**src/rtl/seq_det_pkg.sv**
```systemverilog
// Shared types and constants for the programmable serial-pattern detector.
package seq_det_pkg;

    typedef enum logic [2:0] {
        IDLE    = 3'd0,
        FILL    = 3'd1,
        HUNT    = 3'd2,
        DONE    = 3'd3,
        TIMEOUT = 3'd4
    } state_e;

    localparam logic [11:0] DEFAULT_PATTERN = 12'b1110_1101_1011;
    localparam logic [11:0] DEFAULT_MASK    = 12'hFFF;

endpackage

```
**src/rtl/seq_det_ctrl_if.sv**
```systemverilog
// Configuration handshake bundle between the host side and seq_det_ctrl.
interface seq_det_ctrl_if #(
    parameter int PAT_W = 12,
    parameter int CNT_W = 8,
    parameter int TMO_W = 16
) ();

    logic             cfg_valid_i;
    logic             cfg_ready_o;
    logic [PAT_W-1:0] cfg_pattern_i;
    logic [PAT_W-1:0] cfg_mask_i;
    logic [CNT_W-1:0] cfg_target_i;
    logic [TMO_W-1:0] cfg_tmo_i;

    modport master (
        output cfg_valid_i, cfg_pattern_i, cfg_mask_i, cfg_target_i, cfg_tmo_i,
        input  cfg_ready_o
    );

    modport slave (
        input  cfg_valid_i, cfg_pattern_i, cfg_mask_i, cfg_target_i, cfg_tmo_i,
        output cfg_ready_o
    );

endinterface

```
**src/rtl/seq_det_window.sv**
```systemverilog
// Serial shift window with a masked comparator evaluated on the post-shift value.
module seq_det_window #(
    parameter int PAT_W = 12
) (
    input  logic             clk,
    input  logic             reset,
    input  logic             clr,
    input  logic             shift,
    input  logic             x_i,
    input  logic [PAT_W-1:0] pattern,
    input  logic [PAT_W-1:0] mask,
    output logic             hit,
    output logic [PAT_W-1:0] window
);

    logic [PAT_W-1:0] shreg_q;
    logic [PAT_W-1:0] shreg_d;
    logic [PAT_W-1:0] next_win;

    // The incoming bit is compared in the same cycle it is shifted in.
    assign next_win = {shreg_q[PAT_W-2:0], x_i};
    assign hit      = ((next_win ^ pattern) & mask) == '0;
    assign window   = shreg_q;

    always_comb begin
        shreg_d = shreg_q;
        if (clr) begin
            shreg_d = '0;
        end else if (shift) begin
            shreg_d = next_win;
        end
    end

    // NOTE: state registers use non-blocking assignments so every flop samples pre-edge values.
    always_ff @(posedge clk or posedge reset) begin
        if (reset) begin
            shreg_q <= '0;
        end else begin
            shreg_q <= shreg_d;
        end
    end

endmodule

```
**src/rtl/seq_det_ctrl.sv**
```systemverilog
// Detection controller: config capture, FILL/HUNT sequencing, match and timeout counting.
module seq_det_ctrl
    import seq_det_pkg::*;
#(
    parameter int PAT_W = 12,
    parameter int CNT_W = 8,
    parameter int TMO_W = 16
) (
    input  logic               clk,
    input  logic               reset,
    seq_det_ctrl_if.slave      cfg,
    input  logic               start_i,
    input  logic               abort_i,
    input  logic               x_valid_i,
    input  logic               x_i,
    output logic               det_o,
    output logic [CNT_W-1:0]   match_cnt_o,
    output logic               busy_o,
    output logic               done_o,
    output logic               tmo_o
);

    localparam int                FILL_W    = $clog2(PAT_W + 1);
    localparam logic [FILL_W-1:0] FILL_LAST = FILL_W'(PAT_W - 1);

    state_e             state_q, state_d;
    logic [PAT_W-1:0]   cfg_pattern_q, cfg_mask_q;
    logic [CNT_W-1:0]   cfg_target_q;
    logic [TMO_W-1:0]   cfg_tmo_q;
    logic               cfg_loaded_q;
    logic [FILL_W-1:0]  fill_cnt_q, fill_cnt_d;
    logic [TMO_W-1:0]   tmo_cnt_q, tmo_cnt_d;
    logic [CNT_W-1:0]   match_cnt_q, match_cnt_d;
    logic               det_q, det_d;

    logic               cfg_hs;
    logic               arm;
    logic               win_clr, win_shift, win_hit;
    logic [PAT_W-1:0]   win_unused;
    logic [CNT_W-1:0]   match_inc;
    logic [TMO_W-1:0]   tmo_inc;
    logic               hit_done, tmo_expire;

    seq_det_window #(.PAT_W(PAT_W)) u_window (
        .clk     (clk),
        .reset   (reset),
        .clr     (win_clr),
        .shift   (win_shift),
        .x_i     (x_i),
        .pattern (cfg_pattern_q),
        .mask    (cfg_mask_q),
        .hit     (win_hit),
        .window  (win_unused)
    );

    assign cfg_hs     = (state_q == IDLE) && cfg.cfg_valid_i;
    assign arm        = start_i && (((state_q == IDLE) && (cfg_loaded_q || cfg_hs))
                                    || (state_q == DONE) || (state_q == TIMEOUT));
    assign match_inc  = (match_cnt_q == '1) ? match_cnt_q : match_cnt_q + 1'b1;
    assign tmo_inc    = tmo_cnt_q + 1'b1;
    assign hit_done   = (cfg_target_q != '0) && (match_inc == cfg_target_q);
    assign tmo_expire = (cfg_tmo_q != '0) && (tmo_inc == cfg_tmo_q);

    // NOTE: every output of this block gets a default first, so no path can infer a latch.
    always_comb begin
        state_d     = state_q;
        fill_cnt_d  = fill_cnt_q;
        tmo_cnt_d   = tmo_cnt_q;
        match_cnt_d = match_cnt_q;
        det_d       = 1'b0;
        win_clr     = 1'b0;
        win_shift   = 1'b0;

        if (abort_i) begin
            state_d = IDLE;
        end else begin
            unique case (state_q)
                IDLE, DONE, TIMEOUT: begin
                    if (arm) begin
                        state_d     = FILL;
                        win_clr     = 1'b1;
                        fill_cnt_d  = '0;
                        tmo_cnt_d   = '0;
                        match_cnt_d = '0;
                    end
                end
                FILL: begin
                    if (x_valid_i) begin
                        win_shift  = 1'b1;
                        fill_cnt_d = fill_cnt_q + 1'b1;
                        // The completing bit may score a hit; a miss there does not age the timeout.
                        if (fill_cnt_q == FILL_LAST) begin
                            state_d = HUNT;
                            if (win_hit) begin
                                det_d       = 1'b1;
                                match_cnt_d = match_inc;
                                tmo_cnt_d   = '0;
                                if (hit_done) state_d = DONE;
                            end
                        end
                    end
                end
                HUNT: begin
                    if (x_valid_i) begin
                        win_shift = 1'b1;
                        if (win_hit) begin
                            det_d       = 1'b1;
                            match_cnt_d = match_inc;
                            tmo_cnt_d   = '0;
                            if (hit_done) state_d = DONE;
                        end else begin
                            tmo_cnt_d = tmo_inc;
                            if (tmo_expire) state_d = TIMEOUT;
                        end
                    end
                end
                default: state_d = IDLE;
            endcase
        end
    end

    // NOTE: only control and configuration flops exist here; all get an explicit async reset value.
    always_ff @(posedge clk or posedge reset) begin
        if (reset) begin
            state_q       <= IDLE;
            fill_cnt_q    <= '0;
            tmo_cnt_q     <= '0;
            match_cnt_q   <= '0;
            det_q         <= 1'b0;
            cfg_pattern_q <= '0;
            cfg_mask_q    <= '0;
            cfg_target_q  <= '0;
            cfg_tmo_q     <= '0;
            cfg_loaded_q  <= 1'b0;
        end else begin
            state_q     <= state_d;
            fill_cnt_q  <= fill_cnt_d;
            tmo_cnt_q   <= tmo_cnt_d;
            match_cnt_q <= match_cnt_d;
            det_q       <= det_d;
            if (cfg_hs) begin
                cfg_pattern_q <= cfg.cfg_pattern_i;
                cfg_mask_q    <= cfg.cfg_mask_i;
                cfg_target_q  <= cfg.cfg_target_i;
                cfg_tmo_q     <= cfg.cfg_tmo_i;
                cfg_loaded_q  <= 1'b1;
            end
        end
    end

    assign cfg.cfg_ready_o = (state_q == IDLE);
    assign det_o           = det_q;
    assign match_cnt_o     = match_cnt_q;
    assign busy_o          = (state_q == FILL) || (state_q == HUNT);
    assign done_o          = (state_q == DONE);
    assign tmo_o           = (state_q == TIMEOUT);

endmodule

```
**src/flat_wrapper.sv**
```systemverilog
// flat-port wrapper written by rule: the top's interface ports become plain ports
module seq_det_ctrl_flat import seq_det_pkg::*;
#(
    parameter int PAT_W = 12,
    parameter int CNT_W = 8,
    parameter int TMO_W = 16
)
  (clk, reset, start_i, abort_i, x_valid_i, x_i, det_o, match_cnt_o, busy_o, done_o, tmo_o, cfg_cfg_valid_i, cfg_cfg_pattern_i, cfg_cfg_mask_i, cfg_cfg_target_i, cfg_cfg_tmo_i, cfg_cfg_ready_o);
  seq_det_ctrl_if #(.PAT_W(PAT_W), .CNT_W(CNT_W), .TMO_W(TMO_W)) cfg_i ();
  input  logic clk;
  input  logic reset;
  input  logic start_i;
  input  logic abort_i;
  input  logic x_valid_i;
  input  logic x_i;
  output logic det_o;
  output logic [CNT_W-1:0] match_cnt_o;
  output logic busy_o;
  output logic done_o;
  output logic tmo_o;
  input wire logic [$bits(cfg_i.cfg_valid_i)-1:0] cfg_cfg_valid_i;
  input wire logic [$bits(cfg_i.cfg_pattern_i)-1:0] cfg_cfg_pattern_i;
  input wire logic [$bits(cfg_i.cfg_mask_i)-1:0] cfg_cfg_mask_i;
  input wire logic [$bits(cfg_i.cfg_target_i)-1:0] cfg_cfg_target_i;
  input wire logic [$bits(cfg_i.cfg_tmo_i)-1:0] cfg_cfg_tmo_i;
  output wire logic [$bits(cfg_i.cfg_ready_o)-1:0] cfg_cfg_ready_o;
  assign cfg_i.cfg_valid_i = cfg_cfg_valid_i;
  assign cfg_i.cfg_pattern_i = cfg_cfg_pattern_i;
  assign cfg_i.cfg_mask_i = cfg_cfg_mask_i;
  assign cfg_i.cfg_target_i = cfg_cfg_target_i;
  assign cfg_i.cfg_tmo_i = cfg_cfg_tmo_i;
  assign cfg_cfg_ready_o = cfg_i.cfg_ready_o;
  seq_det_ctrl #(.PAT_W(PAT_W), .CNT_W(CNT_W), .TMO_W(TMO_W)) u_core (.clk(clk), .reset(reset), .cfg(cfg_i), .start_i(start_i), .abort_i(abort_i), .x_valid_i(x_valid_i), .x_i(x_i), .det_o(det_o), .match_cnt_o(match_cnt_o), .busy_o(busy_o), .done_o(done_o), .tmo_o(tmo_o));
endmodule
```
**config.mk**
```make
export PLATFORM = sky130hd
export DESIGN_NAME = seq_det_ctrl_flat
export DESIGN_NICKNAME = d
export VERILOG_FILES = /design/src/rtl/seq_det_pkg.sv /design/src/rtl/seq_det_ctrl_if.sv /design/src/rtl/seq_det_window.sv /design/src/rtl/seq_det_ctrl.sv /design/src/flat_wrapper.sv
export SDC_FILE = /design/constraint.sdc
export NUM_CORES = 1
export LEC_CHECK = 0
export BUFFER_PORTS_ARGS = -buffer_cell sky130_fd_sc_hd__buf_4
export CELL_PAD_IN_SITES_DETAIL_PLACEMENT = 0
export CELL_PAD_IN_SITES_GLOBAL_PLACEMENT = 1
export CORE_UTILIZATION = 35
export DETAILED_ROUTE_END_ITERATION = 10
export GPL_ROUTABILITY_DRIVEN = 0
export GPL_TIMING_DRIVEN = 0
export MAX_ROUTING_LAYER = met4
export PLACE_DENSITY_LB_ADDON = 0.1
export SLEW_MARGIN = 20
export SYNTH_ARGS = -nofsm -noshare
export SYNTH_HDL_FRONTEND = slang
export SYNTH_SLANG_ARGS = --single-unit
```
**constraint.sdc**
```tcl
create_clock -name clk -period 3.5 [get_ports clk]
set_input_delay 0.7 -clock clk [delete_from_list [all_inputs] [get_ports clk]]
set_output_delay 0.7 -clock clk [all_outputs]
set_load 0.01 [all_outputs]
```
* Word level (Yosys, flattened, before mapping)
Index checks and enable logic that the tools add are counted.
** Cells by class
- Reduce and logical (&&, ||, !) cells :: 22
- $add $sub $neg :: 3
- Bitwise gates (word level) :: 3
- Equality and inequality tests :: 19
- Muxes and demuxes :: 42
** Operator list (count)
- 16-bit 2-to-1 mux :: 6
- 8-bit 2-to-1 mux :: 6
- 16-bit case mux with 3 select lines :: 1
- 3-bit 2-to-1 mux :: 9
- 8-bit case mux with 3 select lines :: 1
- 11-bit 2-to-1 mux :: 2
- 16-bit by 1-bit adder with 16-bit output (second input constant) :: 1
- 16-bit equality test :: 1
- 16-bit nonzero test :: 1
- 12-bit bitwise AND :: 1
- 12-bit zero test :: 1
- 1-bit 2-to-1 mux :: 12
- 6-bit AND reduction :: 2
- 12-bit bitwise XOR :: 1
- 3-bit case mux with 3 select lines :: 1
- 8-bit by 1-bit adder with 8-bit output (second input constant) :: 1
- 8-bit equality test :: 1
- 8-bit equality test (second input constant) :: 1
- 4-bit 2-to-1 mux :: 2
- 4-bit by 3-bit != test with 1-bit output (second input constant) :: 2
- 4-bit case mux with 2 select lines :: 1
- 8-bit nonzero test :: 1
- 7-bit AND reduction :: 1
- 3-bit by 2-bit equality test with 1-bit output (second input constant) :: 2
- other kinds (18) :: 31
** Storage, ports and cells
- Word-level logic and storage cells :: 100
- Input bits :: 55
- Output and inout bits :: 13
- Flip-flop bits (word level) :: 92

* Logic depth before layout (Yosys ltp)
Gate-level depths: netlist (run 1).
- Word-level depth :: 11
- Gate-level depth with buffers :: 11
- Mapped depth without buffers :: 9

* Modules after synthesis
From an unflattened synthesis (run 1), not the netlist that was laid out.
** Second synthesis, totals
- Cells, all modules :: 494
- Area, all modules :: 5078.6 um2
** By module, submodules not included
- seq_det_ctrl :: instances 1, seq. area each 2026.9 um2, cells an instance 434, area each 4430.5 um2
- seq_det_window :: instances 1, seq. area each 300.3 um2, cells an instance 60, area each 648.1 um2

* Worst setup path after synthesis (run 1)
No wires, ideal clock.
- Path type :: register -> register
- Start point :: register u_core.tmo_cnt_q[0]
- End point :: register u_core.state_q[1]
- Path buffers :: 0
- Slack :: 1055 ps
- Arrival :: 2323 ps
- Data required time :: 3379 ps
- Library setup time :: 121 ps
- Clock period less this slack :: 2445 ps
- Stages on the path, launching flop included :: 10
- Cells stage by stage :: dfrtp_1 > ha_1 > nand3_1 > nor2_4 > nand2_2 > or4_1 > a31o_2 > o31ai_4 > nand2_2 > a32o_2
** Between the ends
- Longest elaborated chain between the ends :: 5
** Ends and longest elaborated chain
- start: declaration :: line seq_det_ctrl.sv:32 : logic [TMO_W-1:0] tmo_cnt_q, tmo_cnt_d;
- start signal: assignment :: line seq_det_ctrl.sv:138 : tmo_cnt_q <= tmo_cnt_d;
- 16-bit by 1-bit adder with 16-bit output :: line seq_det_ctrl.sv:60 : assign tmo_inc = tmo_cnt_q + 1'b1;
- 16-bit equality test :: line seq_det_ctrl.sv:62 : assign tmo_expire = (cfg_tmo_q != '0) && (tmo_inc == cfg_tmo_q);
- 1-bit logical AND :: line seq_det_ctrl.sv:62
- 4-bit by 3-bit != test with 1-bit output (no line)
- 6-bit AND reduction (no line)
- end signal: assignment :: line seq_det_ctrl.sv:136 : state_q <= state_d;
- end: declaration :: line seq_det_ctrl.sv:26 : state_e state_q, state_d;
No other way between the ends.
A chain may end at the register's enable or synchronous reset.

* Final worst setup path (run 1)
- Start point :: register u_core.state_q[1]
- End point :: register u_core.tmo_cnt_q[8]
** Between the ends
- Longest elaborated chain between the ends :: 9
- Elaborated cells on any way between the ends :: 20
- Classes of those cells :: 9 x eq/ne; 1 x mux; 10 x reduce/logical
** Ends and longest elaborated chain
- 3-bit zero test :: line seq_det_ctrl.sv:56, seq_det_ctrl.sv:57, seq_det_ctrl.sv:77
- 1-bit logical AND :: line seq_det_ctrl.sv:56 : assign cfg_hs = (state_q == IDLE) && cfg.cfg_valid_i;
- 1-bit logical OR :: line seq_det_ctrl.sv:57 : assign arm = start_i && (((state_q == IDLE) && (cfg_loaded_q || cfg_hs))
- 1-bit logical AND :: line seq_det_ctrl.sv:57
- 1-bit logical OR (2 in series) :: line seq_det_ctrl.sv:58 : || (state_q == DONE) || (state_q == TIMEOUT));
- 1-bit logical AND :: line seq_det_ctrl.sv:57
- 2-bit by 1-bit != test with 1-bit output (no line)
- 7-bit AND reduction (no line)
Several ways; a longest one is shown, not always the timed one.

==> impl_metrics.ini, run 1 <==
[outcome]
status = finished, final reports clean

[setup_path]
worstPathMaxFanout = 10
cp_slowest_stage_delay_ps = 520
path_cells = clkbuf_1 > nand2b_1 > a21o_1 > nor3_1 > o22ai_1 > buf_2 > clkbuf_1 > o21ai_0 > o31ai_1
setup.worst_path.end_class = flip-flop
cp_top_family = buffers and inverters
critical_path_buf_inv_count = 3
critPathKind = flip-flop to flip-flop
cpMostUsedCell = clkbuf_1
crit_path_top_delay_cell = nor3_1
cp.required_ps = 3730
arrival_ps = 3070
critPathLaunchType = flip-flop

[synthesis]
synthAdderAreaFrac = 0.007339
synth-xor-area-share = 0.07021
synth_top_family_by_area = simple AND/OR/NAND/NOR gates
synth_area_per_cell_sq_um = 10.19
synthArstFlopShare = 1.000
seq_area_frac_synth = 0.4501
syn_area_sq_um = 5115
synthFlopType = dfrtp_1
synth_compound_area_frac = 0.1235
synth_edf_count = 0
ys_types = 65
syn_nets = 560
synth_simple_gate_area_frac = 0.1659
ys_warn_count = 0
synthCells = 502
synth.area.mux_share = 0.1429
synth-seq-cells = 92

[sta]
fin_crit_sh = 0.8133
maxClockFrequency_mhz = 351.3
period_needed_ps = 2846
rsz0062_at_grt = no
hold_slack_ps = 339.2
slew_viol_final = 0
hold_viol = 0
setup_viol = 0
worst_pin_slew_ps = 647.5
fin_skew_ps = 10.44
slew_headroom = 0.5650

[floorplanning]
die_x_um = 122.9
core_area_sq_um = 14040
die_h_um = 122.9
rows = 43
io_pins = 68
die_area_sq_um = 15100
start_util = 0.3643

[final_layout]
final_nets = 639
drive_gt1_frac = 0.2816
syn_to_final_growth_pct = 20.25
fillers = 1363
stdcell_area_sq_um = 6151
diodes = 0

[routing]
via_per_inst = 5.244
drc = 0
drt_iter0_drc = 244
num_vias = 4017
wl_per_cell_um = 16.42
finalWirelength_um = 12580
ant_nets = 0
firstDrtPassIters = 5

[global_routing]
grt.overflow.total = 0
antenna_found_initial = 0
grt_pass1_vias = 3983
grtUsageTotal = 0.1881
grt_start_max_net_pins = 59
grt_pass1_wl_um = 20920

[placed_design]
port_buffers = 67
dpl.hpwl_um = 9393
placed_cell_area_sq_um = 5876

[clocking]
postCtsSetupBuffers = 0
clk_latency_ps = 350
cts_root_buf = clkbuf_16
htreeDepth = 3
clock-sinks = 92
cts_buffers = 9
ctsResizeCount = 0
cts_hold_buf = 0
cts_tree = done
clk_path_buf_depth = 2
clkSlewWorstSetupHoldPaths_ps = 70

[power]
power.density_nw_per_um2 = 700.4
p_leak_uw = 0.002620
power_uw = 4308
ir_drop_v = 0.0003176

[hold_path]
worst_hold_path_type = primary input to async pin

[flow_run]
cap_violations = 0
worst register-to-register path, stage by stage, from the launching register on:
cell and delay [ps]:
dfrtp_1 340, clkbuf_1 320, nand2b_1 180, a21o_1 240, nor3_1 520, o22ai_1 240, buf_2 250, clkbuf_1 270
o21ai_0 240, o31ai_1 120
sequential cells by signal (all words and copies together), names as in the netlist:
signal	flops
u_core.cfg_loaded_q	1
u_core.cfg_tmo_q	16
u_core.state_q	3
u_core.tmo_cnt_q	16
u_core.fill_cnt_q	4
u_core.u_window.window	11
u_core.cfg_mask_q	12
u_core.match_cnt_o	8
u_core.det_o	1
u_core.cfg_target_q	8
u_core.cfg_pattern_q	12
cell usage in the layout (no fill, tap or decap), types with 9 or more instances in the layout:
master     synthesis  routed
nand2_1           32      32
clkbuf_1          17      19
buf_4              1      68
xnor2_1           23      23
o31ai_1           10      10
xor2_1            18      18
mux2_2            48      48
mux2i_1           19      19
dfrtp_1           92      92
inv_1             15      14
nand3_1           16      16
nor2_1            34      34
clkbuf_16          0       9
nand2b_1          11      11
buf_2              9       9
o21ai_0           18      18
a21oi_1           30      30
nor3_1            11      11
nor4_1            11      11
nand4_1           10      10
cells in the mapped netlist (10+ instances only):
library cell | number | area share
mux2_2 | 48 | 0.11
nand3_1 | 16 | 0.016
o31ai_1 | 10 | 0.015
mux2i_1 | 19 | 0.037
a21oi_1 | 30 | 0.029
nor2_1 | 34 | 0.025
nand2_1 | 32 | 0.023
dfrtp_1 | 92 | 0.45
nand2b_1 | 11 | 0.013
xor2_1 | 18 | 0.031
nor3_1 | 11 | 0.011
nor4_1 | 11 | 0.013
inv_1 | 15 | 0.011
clkbuf_1 | 17 | 0.012
o21ai_0 | 18 | 0.018
nand4_1 | 10 | 0.012
xnor2_1 | 23 | 0.039
area by class of cell:
cell class	instances	area (sq um)	share of cell area
Buffer	30	145.1	0.02360
Clock buffer	11	232.7	0.03784
Clock inverter	5	42.54	0.006916
Inverter	16	65.06	0.01058
Multi-Input combinational cell	364	2608	0.4239
Sequential cell	92	2302	0.3743
Tap cell	180	225.2	0.03662
Timing Repair Buffer	68	530.5	0.08625
routing by layer:
layer | GRT usage | vias up | wire, um
li1 | - | 1972 | -
met1 | 0.2488 | 1939 | 6079
met2 | 0.2869 | 90 | 5759
met3 | 0.03459 | 16 | 527
met4 | 0.07012 | 0 | 214
met5 | - | - | 0
through the flow:
step           cells  TNS, ps  setup WS (ps)    util
4_1_cts          766        0          640.2  0.4380
6_report         766        0          653.5  0.4380
3_3_place_gp     749   -82950         -908.2  0.4161
3_5_place_dp     750        0          537.7  0.4184
2_1_floorplan    502        0          408.0       -
5_1_grt          766        0          386.9  0.4380
power by group:
part / switching, uW / total (uW) / internal, uW
logic: 829 / 1660 / 833
registers: 317 / 1710 / 1400
clock network: 442 / 934 / 491
total: 1590 / 4310 / 2720
worst paths after layout:
check                                         start                    end  slack (ps)  depth (start not counted)
worst max-delay path              u_core.state_q[1]    u_core.tmo_cnt_q[8]         650                          9
worst min register to register  u_core.cfg_loaded_q    u_core.cfg_loaded_q         500                          1
max in group asynchronous                     reset  u_core.match_cnt_o[6]        2570                          3
worst min-delay path                          reset   u_core.tmo_cnt_q[10]         340                          2
min in group clk                u_core.cfg_loaded_q    u_core.cfg_loaded_q         500                          1
worst max register to register    u_core.state_q[1]    u_core.tmo_cnt_q[8]         650                          9
cell families (layout without fill, tap and decap cells):
logic type                 count (synthesis)  in the layout
AOI/OAI and AO/OA                         97             97
buffers and inverters                     46            130
xor gates and xnor gates                  41             41
DFF                                       92             92
and+or+nand+nor                          156            156
adders and majority gates                  3              3
muxes                                     67             67
(Power assumes the default switching activity.)
==> run 2: changes to the inputs <==
clock period = 2.9 ns   (was 3.5 ns; I/O delays follow)
==> impl_metrics.ini, run 2 (same netlist as run 1, synthesis figures left out) <==
[setup_path]
r2r_slack_ps = 150
arrival_ps = 3030
worstPathMaxFanout = 6
reg2regPathDepth = 9
crit_path_top_delay_cell = or4_1
setup.worst_path.end_class = flip-flop
critical_path_buf_inv_count = 0
critPathKind = flip-flop to flip-flop
cp.required_ps = 3180
cp_top_family = simple AND/OR/NAND/NOR gates
reg2reg_from = u_core.tmo_cnt_q[1]
cp_slowest_stage_delay_ps = 500
path_cells = ha_1 > nand3_1 > nor2_4 > nand2_2 > or4_1 > a31o_2 > o31ai_4 > and2_4 > mux2i_1
r2r_end = u_core.state_q[0]
critPathLaunchType = flip-flop

[clocking]
postCtsSetupBuffers = 0
cts_hold_buf = 0
cts_buffers = 9
clkSlewWorstSetupHoldPaths_ps = 70
clk_latency_ps = 350
clock-sinks = 92
cts_root_buf = clkbuf_16
cts_tree = done
htreeDepth = 3
clk_path_buf_depth = 2
ctsResizeCount = 0

[final_layout]
final_nets = 640
drive_gt1_frac = 0.3003
fillers = 1359
stdcell_count = 766
syn_to_final_growth_pct = 21.97
final_common_cell = dfrtp_1
diodes = 0
mostFrequentLayoutCells = dfrtp_1 (91), buf_4 (68), mux2_2 (48), nor2_1 (32), nand2_1 (32)
reg_top3 = u_core.cfg_tmo_q: 16 flops, u_core.tmo_cnt_q: 16 flops

[sta]
rsz0062_at_grt = no
fin_skew_ps = 11.70
fin_crit_sh = 0.9475
period_needed_ps = 2748
fin_setup_tns_ps = 0
worst_pin_slew_ps = 650.6
hold_viol = 0
setup_viol = 0
hold_slack_ps = 231.8
slew_viol_final = 0
maxClockFrequency_mhz = 363.9
slew_headroom = 0.5663

[flow_run]
cap_violations = 0

[global_routing]
grt_pass1_wl_um = 21100
grtUsageTotal = 0.1914
grt_pass1_vias = 4059
grt.overflow.total = 0
antenna_found_initial = 0
grt_start_max_net_pins = 30

[floorplanning]
start_util = 0.3643
die_h_um = 122.9
io_pins = 68
core_area_sq_um = 14040
rows = 43
die_x_um = 122.9
die_area_sq_um = 15100

[placed_design]
dpl.hpwl_um = 9752
port_buffers = 67
place_inst = 752

[routing]
finalWirelength_um = 12960
drc = 0
num_vias = 4002
wl_per_cell_um = 16.92
drt_iter0_drc = 255
via_per_inst = 5.225
ant_nets = 0
firstDrtPassIters = 4

[power]
p_leak_uw = 0.002657
ir_drop_v = 0.0003636
power.density_nw_per_um2 = 857.0

[hold_path]
worst_hold_path_type = primary input to async pin

[outcome]
status = finished, final reports clean
[run 2: where the power goes]
| part | switching (uW) | internal (uW) |
|---|---|---|
| registers | 407 | 1690 |
| logic | 1010 | 1010 |
| clock network | 548 | 682 |
[run 2: worst max path at each step]
| stage | slack (ps) | to | start | cells past startpoint |
|---|---|---|---|---|
| 2_1_floorplan | 460 | u_core.state_q[1] | u_core.tmo_cnt_q[0] | 9 |
| 3_3_place_gp | 30 | u_core.tmo_cnt_q[8] | x_i | 10 |
| 3_5_place_dp | 40 | u_core.tmo_cnt_q[5] | x_i | 10 |
| 5_1_grt | 20 | u_core.state_q[0] | u_core.tmo_cnt_q[1] | 9 |
| 6_report | 150 | u_core.state_q[0] | u_core.tmo_cnt_q[1] | 9 |
| 4_1_cts | 30 | u_core.tmo_cnt_q[8] | u_core.state_q[0] | 11 |
[run 2: routing by layer]
metal,GRT usage,vias to the layer above,part of all wire
li1,-,1965,-
met1,0.2477,1969,0.48
met2,0.3023,60,0.48
met3,0.04244,8,0.039
met4,0.05030,0,0.0085
met5,-,-,0
[run 2: through the flow]
stage	power, uW	utilization	worst slack (ps)	instance area [sq um]
after global routing	5726	0.4443	19.41	6238
final	5346	0.4443	152.3	6238
after CTS	5403	0.4427	28.06	6216
after floorplan	3511	-	455.3	5119
after global placement	4078	0.4164	29.24	5847
after detailed placement	4146	0.4212	42.99	5914
[run 2: cell type report]
type	instances	area, sq um	share of cell area
multi-input combinational	364	2630	0.4216
buffer	29	143.9	0.02306
timing repair buffer	70	570.5	0.09146
tap	180	225.2	0.03610
sequential	92	2303	0.3692
clock inverter	6	76.32	0.01223
inverter	16	63.81	0.01023
clock buffer	9	225.2	0.03610
==> run 3: changes to the inputs <==
CORE_MARGIN = 10   (was not set)
==> impl_metrics.ini, run 3 (same netlist as run 1, synthesis figures left out) <==
[outcome]
status = finished, final reports clean

[final_layout]
area.sequential_sq_um = 2305
multiInputGateArea_sq_um = 2626
final_nets = 641
final_common_cell = dfrtp_1
mostFrequentLayoutCells = dfrtp_1 (90), buf_4 (68), mux2_2 (48), nor2_1 (33), nand2_1 (32)
fillers = 1393
reg_top3 = u_core.cfg_tmo_q: 16 flops, u_core.tmo_cnt_q: 16 flops
drive_gt1_frac = 0.3027
final_core_util = 0.4335
syn_to_final_growth_pct = 22.24
diodes = 0
stdcell_count = 772

[setup_path]
worstPathMaxFanout = 10
critPathLaunchType = flip-flop
crit_path_start = u_core.u_window.window[5]
cp_slowest_stage_delay_ps = 420
reg2reg_from = u_core.u_window.window[5]
crit_path_top_delay_cell = dfrtp_1
reg2regPathDepth = 9
path_cells = xor2_1 > a22oi_1 > nand4_1 > nor4_2 > o22ai_1 > nor2_1 > buf_2 > a21oi_1 > a21oi_1
r2r_end = u_core.match_cnt_o[3]
r2r_slack_ps = 190
cp.required_ps = 3180
arrival_ps = 2980
setup.worst_path.end_class = flip-flop
cpMostUsedCell = a21oi_1
critPathKind = flip-flop to flip-flop
critPathCapture = u_core.match_cnt_o[3]

[sta]
slew_headroom = 0.5977
worst_pin_slew_ps = 597.9
fin_skew_ps = 7.136
fin_setup_tns_ps = 0
fin_crit_sh = 0.9335
rsz0062_at_grt = no
setup_viol = 0
hold_viol = 0
hold_slack_ps = 241.6
period_needed_ps = 2707
maxClockFrequency_mhz = 369.4
slew_viol_final = 0

[clocking]
cts_buffers = 9
htreeDepth = 3
clk_path_buf_depth = 2
clock-sinks = 92
clk_latency_ps = 350
cts_hold_buf = 0
cts_root_buf = clkbuf_16
postCtsSetupBuffers = 0
clkSlewWorstSetupHoldPaths_ps = 70
cts_tree = done

[power]
power.density_nw_per_um2 = 857.4
power_uw = 5361
ir_drop_v = 0.0004043
p_leak_uw = 0.002656

[routing]
via_per_inst = 5.232
finalWirelength_um = 13440
drc = 0
firstDrtPassIters = 4
drt_iter0_drc = 234
wl_per_cell_um = 17.41
num_vias = 4039
ant_nets = 0

[floorplanning]
core_area_sq_um = 14420
io_pins = 68
die_x_um = 140.9
die_h_um = 140.9
die_area_sq_um = 19850
rows = 44
start_util = 0.3546

[global_routing]
grt_start_max_net_pins = 33
grt_pass1_wl_um = 22060
grt_pass1_vias = 4147
grt.overflow.total = 0
antenna_found_initial = 0
grtUsageTotal = 0.1416

[placed_design]
dpl.hpwl_um = 10200
port_buffers = 67
place_inst = 756

[hold_path]
worst_hold_path_type = primary input to async pin

[flow_run]
cap_violations = 0
## run 3: worst min-delay path by stage
| stage | slack [ps] | depth (start not counted) | end |
|---|---|---|---|
| 6_report | 240 | 2 | u_core.cfg_target_q[5] |
| 5_1_grt | 250 | 2 | u_core.cfg_target_q[6] |
| 4_1_cts | 240 | 2 | u_core.cfg_target_q[5] |
| 3_5_place_dp | 490 | 1 | u_core.cfg_loaded_q |
| 3_3_place_gp | 490 | 1 | u_core.cfg_loaded_q |
| 2_1_floorplan | 470 | 1 | u_core.cfg_loaded_q |
## run 3: area by class of cell
type	instances	area share
timing repair buffer	70	0.09125
clock inverter	5	0.01041
sequential	92	0.3686
tap	184	0.03682
multi-input combinational	364	0.4201
inverter	16	0.01021
clock buffer	11	0.03882
buffer	30	0.02381
## run 3: worst max-delay path: cells and delay by family (launching register included)
kind	cells	cell delay (ps)
and+or+nand+nor	3	1090
xor gates and xnor gates	1	160
AOI/OAI and AO/OA	4	650
buffers and inverters	1	300
DFF	1	420
## run 3: stage by stage
step / instance area, sq um / setup slack, ps
floorplan: 5119 / 455.3
global placement: 5852 / -36.94
detailed placement: 5919 / -32.48
CTS: 6227 / 38.08
global route: 6252 / 7.246
finish: 6252 / 192.8
## run 3: repair_timing
item                                    4_1_cts  5_1_grt
endpoints found under the setup margin        0       24
endpoints found under the hold margin         0        0
gates resized for setup                       0       13
## run 3: power breakdown
| part | internal (uW) | total (uW) | switching, uW |
|---|---|---|---|
| combinational | 1020 | 2060 | 1050 |
| sequential | 1690 | 2060 | 371 |
| clock | 705 | 1240 | 533 |
## run 3: metal layers
metal / wire, um / GRT usage / vias to the layer above
met4: 201 / 0.05489 / 0
met1: 6544 / 0.1824 / 1968
met3: 470 / 0.03023 / 13
met5: 0 / - / -
li1: - / - / 1974
met2: 6223 / 0.2131 / 84
